==> src/rtl/pipe_flow_ctrl.sv <==
// rtl/pipe_flow_ctrl.sv - redirect arbitration, stall/flush and I-cache miss FSM for the RV32 pipeline
// Optional perf counters are enabled with `define FC_PERF_CNT_EN.
module pipe_flow_ctrl #(
  parameter int XLEN       = 32,
  parameter int NUM_STAGES = 5,
  parameter int NUM_REDIR  = 2,
  parameter logic [NUM_REDIR*4-1:0] REDIR_FLUSH_DEPTH = {4'd1, 4'd2}
) (
  input  logic                      clk,
  input  logic                      rst,
  input  logic [NUM_REDIR-1:0]      redir_valid_i,
  input  logic [NUM_REDIR*XLEN-1:0] redir_pc_i,
  input  logic                      if_req_i,
  input  logic                      icache_ready_i,
  input  logic                      dmem_busy_i,
  output logic [NUM_STAGES-1:0]     fc_stall_o,
  output logic [NUM_STAGES-1:0]     fc_flush_o,
  output logic                      fc_redir_valid_o,
  output logic [XLEN-1:0]           fc_redir_pc_o,
  output logic                      fc_fetch_kill_o,
`ifdef FC_PERF_CNT_EN
  output logic [31:0]               perf_miss_cyc_o,
  output logic [31:0]               perf_flush_cnt_o,
`endif
  output logic [1:0]                fc_miss_state_o
);

  localparam int SW = (NUM_REDIR > 1) ? $clog2(NUM_REDIR) : 1;

  typedef enum logic [1:0] {
    IDLE   = 2'd0,
    MISS   = 2'd1,
    KILL   = 2'd2,
    REPLAY = 2'd3
  } state_t;

  state_t          state, next_state;
  logic            pend_valid;
  logic [XLEN-1:0] pend_pc;
  logic [SW-1:0]   pend_src;

  logic            any_redir, redir_ok, fetch_miss;
  logic [SW-1:0]   win;
  logic [XLEN-1:0] win_pc;
  logic [3:0]      win_depth;

  logic fe_stall, use_win_flush, take_win, take_pend, kill, latch_pend, replay_flush;
  logic [NUM_STAGES-1:0] stall_raw, flush_raw;
  logic [XLEN-1:0]       pc_raw;

  // Scanning downwards lets the lowest-index (highest-priority) source win.
  always_comb begin
    any_redir = 1'b0;
    win       = '0;
    for (int r = NUM_REDIR - 1; r >= 0; r--) begin
      if (redir_valid_i[r]) begin
        any_redir = 1'b1;
        win       = SW'(r);
      end
    end
  end

  assign win_pc     = redir_pc_i[int'(win)*XLEN +: XLEN];
  assign win_depth  = REDIR_FLUSH_DEPTH[int'(win)*4 +: 4];
  assign redir_ok   = any_redir & ~dmem_busy_i;
  assign fetch_miss = if_req_i & ~icache_ready_i;

  always_comb begin
    next_state    = state;
    fe_stall      = 1'b0;
    use_win_flush = 1'b0;
    take_win      = 1'b0;
    take_pend     = 1'b0;
    kill          = 1'b0;
    latch_pend    = 1'b0;
    replay_flush  = 1'b0;
    case (state)
      IDLE: begin
        if (fetch_miss) begin
          fe_stall   = 1'b1;
          next_state = MISS;
          if (redir_ok) begin
            use_win_flush = 1'b1;
            latch_pend    = 1'b1;
            next_state    = KILL;
          end
        end else if (redir_ok) begin
          use_win_flush = 1'b1;
          take_win      = 1'b1;
        end
      end
      MISS: begin
        fe_stall = ~icache_ready_i;
        if (redir_ok) begin
          use_win_flush = 1'b1;
          latch_pend    = 1'b1;
          if (icache_ready_i) begin
            kill       = 1'b1;
            next_state = REPLAY;
          end else begin
            next_state = KILL;
          end
        end else if (icache_ready_i) begin
          next_state = IDLE;
        end
      end
      KILL: begin
        // Only a strictly higher-priority source may replace the pending target.
        if (redir_ok && (!pend_valid || win < pend_src)) begin
          use_win_flush = 1'b1;
          latch_pend    = 1'b1;
        end
        if (icache_ready_i) begin
          kill       = 1'b1;
          next_state = REPLAY;
        end else begin
          fe_stall = 1'b1;
        end
      end
      REPLAY: begin
        if (!dmem_busy_i) begin
          next_state   = IDLE;
          replay_flush = 1'b1;
          if (redir_ok) begin
            use_win_flush = 1'b1;
            take_win      = 1'b1;
          end else begin
            take_pend = pend_valid;
          end
        end
      end
      default: next_state = IDLE;
    endcase
  end

  always_comb begin
    flush_raw = '0;
    for (int i = 1; i < NUM_STAGES; i++) begin
      flush_raw[i] = use_win_flush && (i <= int'(win_depth));
    end
    flush_raw[1]            = flush_raw[1] | replay_flush;
    flush_raw[NUM_STAGES-1] = flush_raw[NUM_STAGES-1] | dmem_busy_i;

    stall_raw = '0;
    if (dmem_busy_i) stall_raw[NUM_STAGES-2:0] = '1;
    if (fe_stall)    stall_raw[1:0] = 2'b11;
    stall_raw = stall_raw & ~flush_raw;

    pc_raw = '0;
    if (take_win)       pc_raw = win_pc;
    else if (take_pend) pc_raw = pend_pc;
  end

  assign fc_stall_o       = rst ? '0 : stall_raw;
  assign fc_flush_o       = rst ? '0 : flush_raw;
  assign fc_redir_valid_o = ~rst & (take_win | take_pend);
  assign fc_redir_pc_o    = rst ? '0 : pc_raw;
  assign fc_fetch_kill_o  = ~rst & kill;
  assign fc_miss_state_o  = state;

  always_ff @(posedge clk or posedge rst) begin
    if (rst) begin
      state      <= IDLE;
      pend_valid <= 1'b0;
      pend_pc    <= '0;
      pend_src   <= '0;
    end else begin
      state <= next_state;
      if (latch_pend) begin
        pend_valid <= 1'b1;
        pend_pc    <= win_pc;
        pend_src   <= win;
      end else if (state == REPLAY && !dmem_busy_i) begin
        pend_valid <= 1'b0;
      end
    end
  end

`ifdef FC_PERF_CNT_EN
  logic [31:0] miss_cyc, flush_cnt;

  always_ff @(posedge clk or posedge rst) begin
    if (rst) begin
      miss_cyc  <= '0;
      flush_cnt <= '0;
    end else begin
      if ((state == MISS || state == KILL) && miss_cyc != 32'hFFFF_FFFF)
        miss_cyc <= miss_cyc + 32'd1;
      if ((|flush_raw) && flush_cnt != 32'hFFFF_FFFF)
        flush_cnt <= flush_cnt + 32'd1;
    end
  end

  assign perf_miss_cyc_o  = miss_cyc;
  assign perf_flush_cnt_o = flush_cnt;
`endif

endmodule

==> config.mk <==
export PLATFORM = sky130hd
export DESIGN_NAME = pipe_flow_ctrl
export DESIGN_NICKNAME = d
export VERILOG_FILES = /design/src/rtl/pipe_flow_ctrl.sv
export SDC_FILE = /design/constraint.sdc
export NUM_CORES = 1
export LEC_CHECK = 0
export CORE_MARGIN = 1.5
export CORE_UTILIZATION = 37
export DETAILED_ROUTE_END_ITERATION = 8
export GPL_TIMING_DRIVEN = 0
export PLACE_DENSITY = 0.82
export SETUP_SLACK_MARGIN = 0.05
export SLEW_MARGIN = 15
export SYNTH_ARGS = -nofsm -noshare
export SYNTH_HDL_FRONTEND = slang
export SYNTH_SLANG_ARGS = --single-unit
==> constraint.sdc <==
create_clock -name clk -period 2.3 [get_ports clk]
set_clock_uncertainty 0.1 [all_clocks]
set_input_delay 0.23 -clock clk [delete_from_list [all_inputs] [get_ports clk]]
set_output_delay 0.23 -clock clk [all_outputs]
set_load 0.01 [all_outputs]
* Word level (Yosys, flattened, before mapping)
Index checks and enable logic that the tools add are counted.
Operators by class: $lt $le $gt $ge 5, equality and inequality tests 7, shift-type cells 2, multiplexer cells 39, bitwise operators 12, reductions and logical operators 13
Operators with widths (count):
- two-way mux 32 bit | 3
- variable part select 64 x 7 -> 32 bit | 1
- two-way mux 1 bit | 20
- two-way mux 2 bit | 7
- two-way mux 5 bit | 2
- case mux 1 bit (3 select lines) | 3
- less-or-equal comparator 2 x 4 -> 1 bit, first input constant | 2
- case mux 2 bit (4 select lines) | 1
- variable part select 8 x 4 -> 4 bit, first input constant | 1
- logical AND 1 bit | 6
- inequality test 2 bit, second input constant | 3
- AND 4 x 5 -> 5 bit | 1
- NOT 5 bit | 1
- AND 1 bit | 4
- == test 2 bit, second input constant | 2
- less-or-equal comparator 1 x 4 -> 1 bit, first input constant | 1
- less-or-equal comparator 3 x 4 -> 1 bit, first input constant | 1
- two-way mux 4 bit | 1
- case mux 1 bit (2 select lines) | 2
- AND reduction 4 bit | 1
- inequality test 3 bit, second input constant | 1
- NOT 1 bit | 3
- OR 1 bit | 3
- == test 2 x 1 -> 1 bit, second input constant | 1
- other kinds (6) | 7
Storage, ports and cells: flip-flop bits (word level) 36, input port bits 71, output and inout port bits 46, word-level logic and storage cells 82

* Logic depth before layout (Yosys ltp)
word-level depth 12, depth in mapped cells 8, depth with buffers taken out 6

* Least setup slack after synthesis
OpenSTA, ideal clock, no wires.
path type input-to-output, start point input port rst, end point output port fc_redir_pc_o[12], arrival 2.007 ns, data required time 1.970 ns, path slack -0.037 ns, stages on the path 5, cell sequence clkbuf_1 -> inv_1 -> o211ai_1 -> buf_2 -> o2bb2ai_1
Between the ends: word-level cells in the longest chain between the ends 1
Ends and longest elaborated chain:
- start: declaration | RTL line 10 | input logic rst,
- two-way mux 32 bit | RTL line 157 | assign fc_redir_pc_o = rst ? '0 : pc_raw;
- end: declaration | RTL line 19 | output logic [XLEN-1:0] fc_redir_pc_o,
No other way between the ends.

* Worst setup path in the final report
start point register state[1] (netlist: fc_miss_state_o[1]), end point output port fc_redir_pc_o[20]
Between the ends: word-level cells in the longest chain between the ends 5, elaborated cells on any way between the ends 7
Ends and longest elaborated chain:
- start: declaration | RTL line 37 | state_t state, next_state;
- start signal: assignment | RTL line 168 | state <= next_state;
- == test 2 bit | RTL line 77 | case (state)
- two-way mux 1 bit | RTL line 77
- two-way mux 32 bit | RTL line 151 | else if (take_pend) pc_raw = pend_pc;
- two-way mux 32 bit (*) | RTL line 150 | if (take_win) pc_raw = win_pc;
- two-way mux 32 bit (*) | RTL line 157
Mark *: on every way between the ends. The rest lies on a longest branch, timed or not.

==> summary.md <==
| Metric | Value |
|---|---|
| Clock sinks | 36 |
| Worst-margin pin slew | 893 ps |
| Design area | 0.00409 mm2 |
| Row count | 29 |
| ANT nets after route | 0 |
| Relative slew slack | 40.1% |
| Clk pin slew, worst setup/hold paths | 70 ps |
| Flop-to-flop setup slack | 240 ps |
| Final WL | 7960 um |
| Pwr/cell area | 892 mW/mm2 |
| Synth warnings | 0 |
| Launching point of the worst reg2reg path | fc_miss_state_o[0] |
| DP Area | 0.00362 mm2 |
| Status | completed |
| Max incr delay on CP | 430 ps |
| Pleak | 1.70 nW |
| Crit share post-route | 97.3% |
| #FFs+latches synth | 36 |
| Gpl congestion | 0.765 |
| Largest net degree at the start of global routing | 19 |
| Max Clock Freq | 447 MHz |
| Slew Viols, Final | 0 |
| Most frequent cells after synthesis | a21oi_1 (69), dfrtp_1 (36), mux2i_1 (33) |
| Synth Instances | 252 |
| First-pass detailed-route iteration total | 4 |
| Clock Latency Late Sink | 280 ps |
| Antenna cells | 0 |
| Drt drc | 0 |
| Critical-path cell list | ha_4 -> nand4b_1 -> nor2_4 -> buf_8 -> o2bb2ai_1 -> clkbuf_2 |
| First-pass GRT wire length | 12400 um |
| Gr usage total | 21.7% |
| Final hold vios | 0 |
| Critical Path RT | 1970 ps |
| Main synth FF type | dfrtp_1 |
| Total gr overflow | 0 |
| HPWL Detailed | 5290 um |
| Final setup violating endpoints | 0 |
| Initial antenna violation count | 0 |
| PortBufs | 112 |
| Die W | 83.5 um |
| MaxCap Viol Count | 0 |
| Worst Hold Class | input port to asynchronous set/reset pin |
| Share of cells above drive strength 1 | 33.0% |
| Initial Utilization | 37.9% |
| Clock Path Buffers | 2 |
| Final #Nets | 467 |
| Worst Setup End Kind | output port |
| Crit path DAT | 1910 ps |
| Vias per inst | 5.46 |
| Chip height | 83.5 um |
| Reg2Reg Depth | 6 |
| Mapped Avg Cell Area | 9.50 um2 |
| Worst r2r dst | pend_pc[4] |
| Synth top area share | 37.6% |
| Count of boundary I/O pins | 117 |
| Sequential share of the synthesized area | 37.6% |
| Unique masters post-synth | 33 |
| Post-synth EDFFs | 0 |
| RSZ-0062 raised after global routing | true |
| Yosys top cell by area | dfrtp_1 |
| Vias in the first global route | 2473 |
| # hold bufs at CTS | 0 |
| Via count | 2554 |
| Post-Syn Area | 0.00239 mm2 |
| Minimum clock period | 2240 ps |
| Wirelength per Cell | 17.0 um |
| VDD IR max | 581 uV |
| Slowest CP cell | dfrtp_2 |
| Die ar. | 0.00696 mm2 |
| Root Buffer | clkbuf_8 |
| CTS tree | built |
| H-tree levels | 2 |
| Most frequent cell after synthesis | a21oi_1 |
| CP Class | flip-flop to output port |
| Area grow syn2layout | 70.9% |
| Critical Path Source Type | flip-flop |
| Detailed Route Iter0 Violations | 130 |
| Placeable Area | 0.00631 mm2 |
| Top post-synthesis cells by area | dfrtp_1 (38%), a21oi_1 (14%), mux2i_1 (14%) |
| Total CTS buffers | 5 |
| Crit-path max FO | 10 |
| Async SR Flop Fraction | 100% |
| Final hold slack | 190 ps |
[registers in the layout, indices dropped and copies added, names as in the netlist]
| register | cells |
|---|---|
| pend_valid | 1 |
| pend_src | 1 |
| fc_miss_state_o | 2 |
| pend_pc | 32 |
[worst max-delay path, delay by kind of cell, from the launching register on]
| family | cells | cell delay, ps |
|---|---|---|
| compound gates | 1 | 130 |
| simple gates | 2 | 500 |
| buf+inv | 2 | 350 |
| fa+ha+maj | 1 | 200 |
| flops | 1 | 430 |
[worst max-delay path by stage]
stage,startpoint,endpoint,slack (ps)
after detailed placement,rst,fc_redir_pc_o[25],-990
after global placement,rst,fc_redir_pc_o[29],-970
final,fc_miss_state_o[1],fc_redir_pc_o[20],60
after floorplan,rst,fc_redir_pc_o[12],70
after global routing,fc_miss_state_o[1],fc_redir_pc_o[10],-40
after CTS,dmem_busy_i,fc_redir_pc_o[1],-40
[area by class of cell]
cell class                 count  area (um2)
inverter                       4        23.8
buffer                        26         235
timing repair inverter         1        5.00
sequential                    36         903
tap                           77        96.3
clock inverter                 2        35.0
multi-input combinational    188        1610
fill                         526        2220
clock buffer                   6        72.6
timing repair buffer         128        1110
[per-layer routing]
metal  track usage [%]  vias to the layer above  part of all wire, %
met1              28.3                     1235                   41
met2              37.3                       99                   51
met4              3.58                        0                  1.0
li1                  -                     1212                    -
met5                 0                        -                    0
met3              5.34                        8                  7.2
[cells in the final DEF, fill, tap and decap left out, drive strengths merged, types with 2 or more instances in the layout]
cell type and count:
o211ai 2, nor2 9, a21oi 69, buf 65, mux2i 33, and2 2, clkdlybuf4s50 73, nor3 4
inv 3, nand2b 3, nand2 7, clkinvlp 2, dfrtp 36, clkbuf 16, dlygate4sd2 4, conb 3
nor2b 4, o2bb2ai 32, ha 6
[repair_timing]
| item | in CTS | in global routing |
|---|---|---|
| endpoints found under the setup margin | 38 | 37 |
| resized for setup | 142 | 93 |
| pin swaps | 2 | 5 |
| hold endpoints to repair | 0 | 0 |
| gates cloned | 3 | 1 |
| setup buffers | 7 | 6 |
[logic make-up (layout without fill, tap and decap cells)]
group                      after synthesis  in the layout  synth area share (%)
AOI/OAI and AO/OA                      113            113                  30.9
adders and majority gates                6              6                  3.13
buffers and inverters                   30            167                  7.16
DFF                                     36             36                  37.6
muxes                                   34             34                  14.4
other                                    1              3                 0.157
and+or+nand+nor                         32             32                  6.64
[per-stage QoR]
stage	setup TNS (ps)	total power [W]	std cells	utilization, %	worst slack (ps)
2_1_floorplan	0	0.00215	254	-	73.3
3_3_place_gp	-29740	0.00267	443	57.4	-968
3_5_place_dp	-30400	0.00275	443	57.4	-987
4_1_cts	-268	0.00342	461	59.9	-41.7
5_1_grt	-283	0.00393	468	64.8	-36.1
6_report	0	0.00365	468	64.8	61.5
[power breakdown]
part	total (W)	internal [W]	switching (W)
Sequential	0.00120	0.000955	0.000249
Clock	0.000547	0.000322	0.000225
Combinational	0.00190	0.000893	0.00101
No activity file was read; power rests on OpenSTA's default activity.
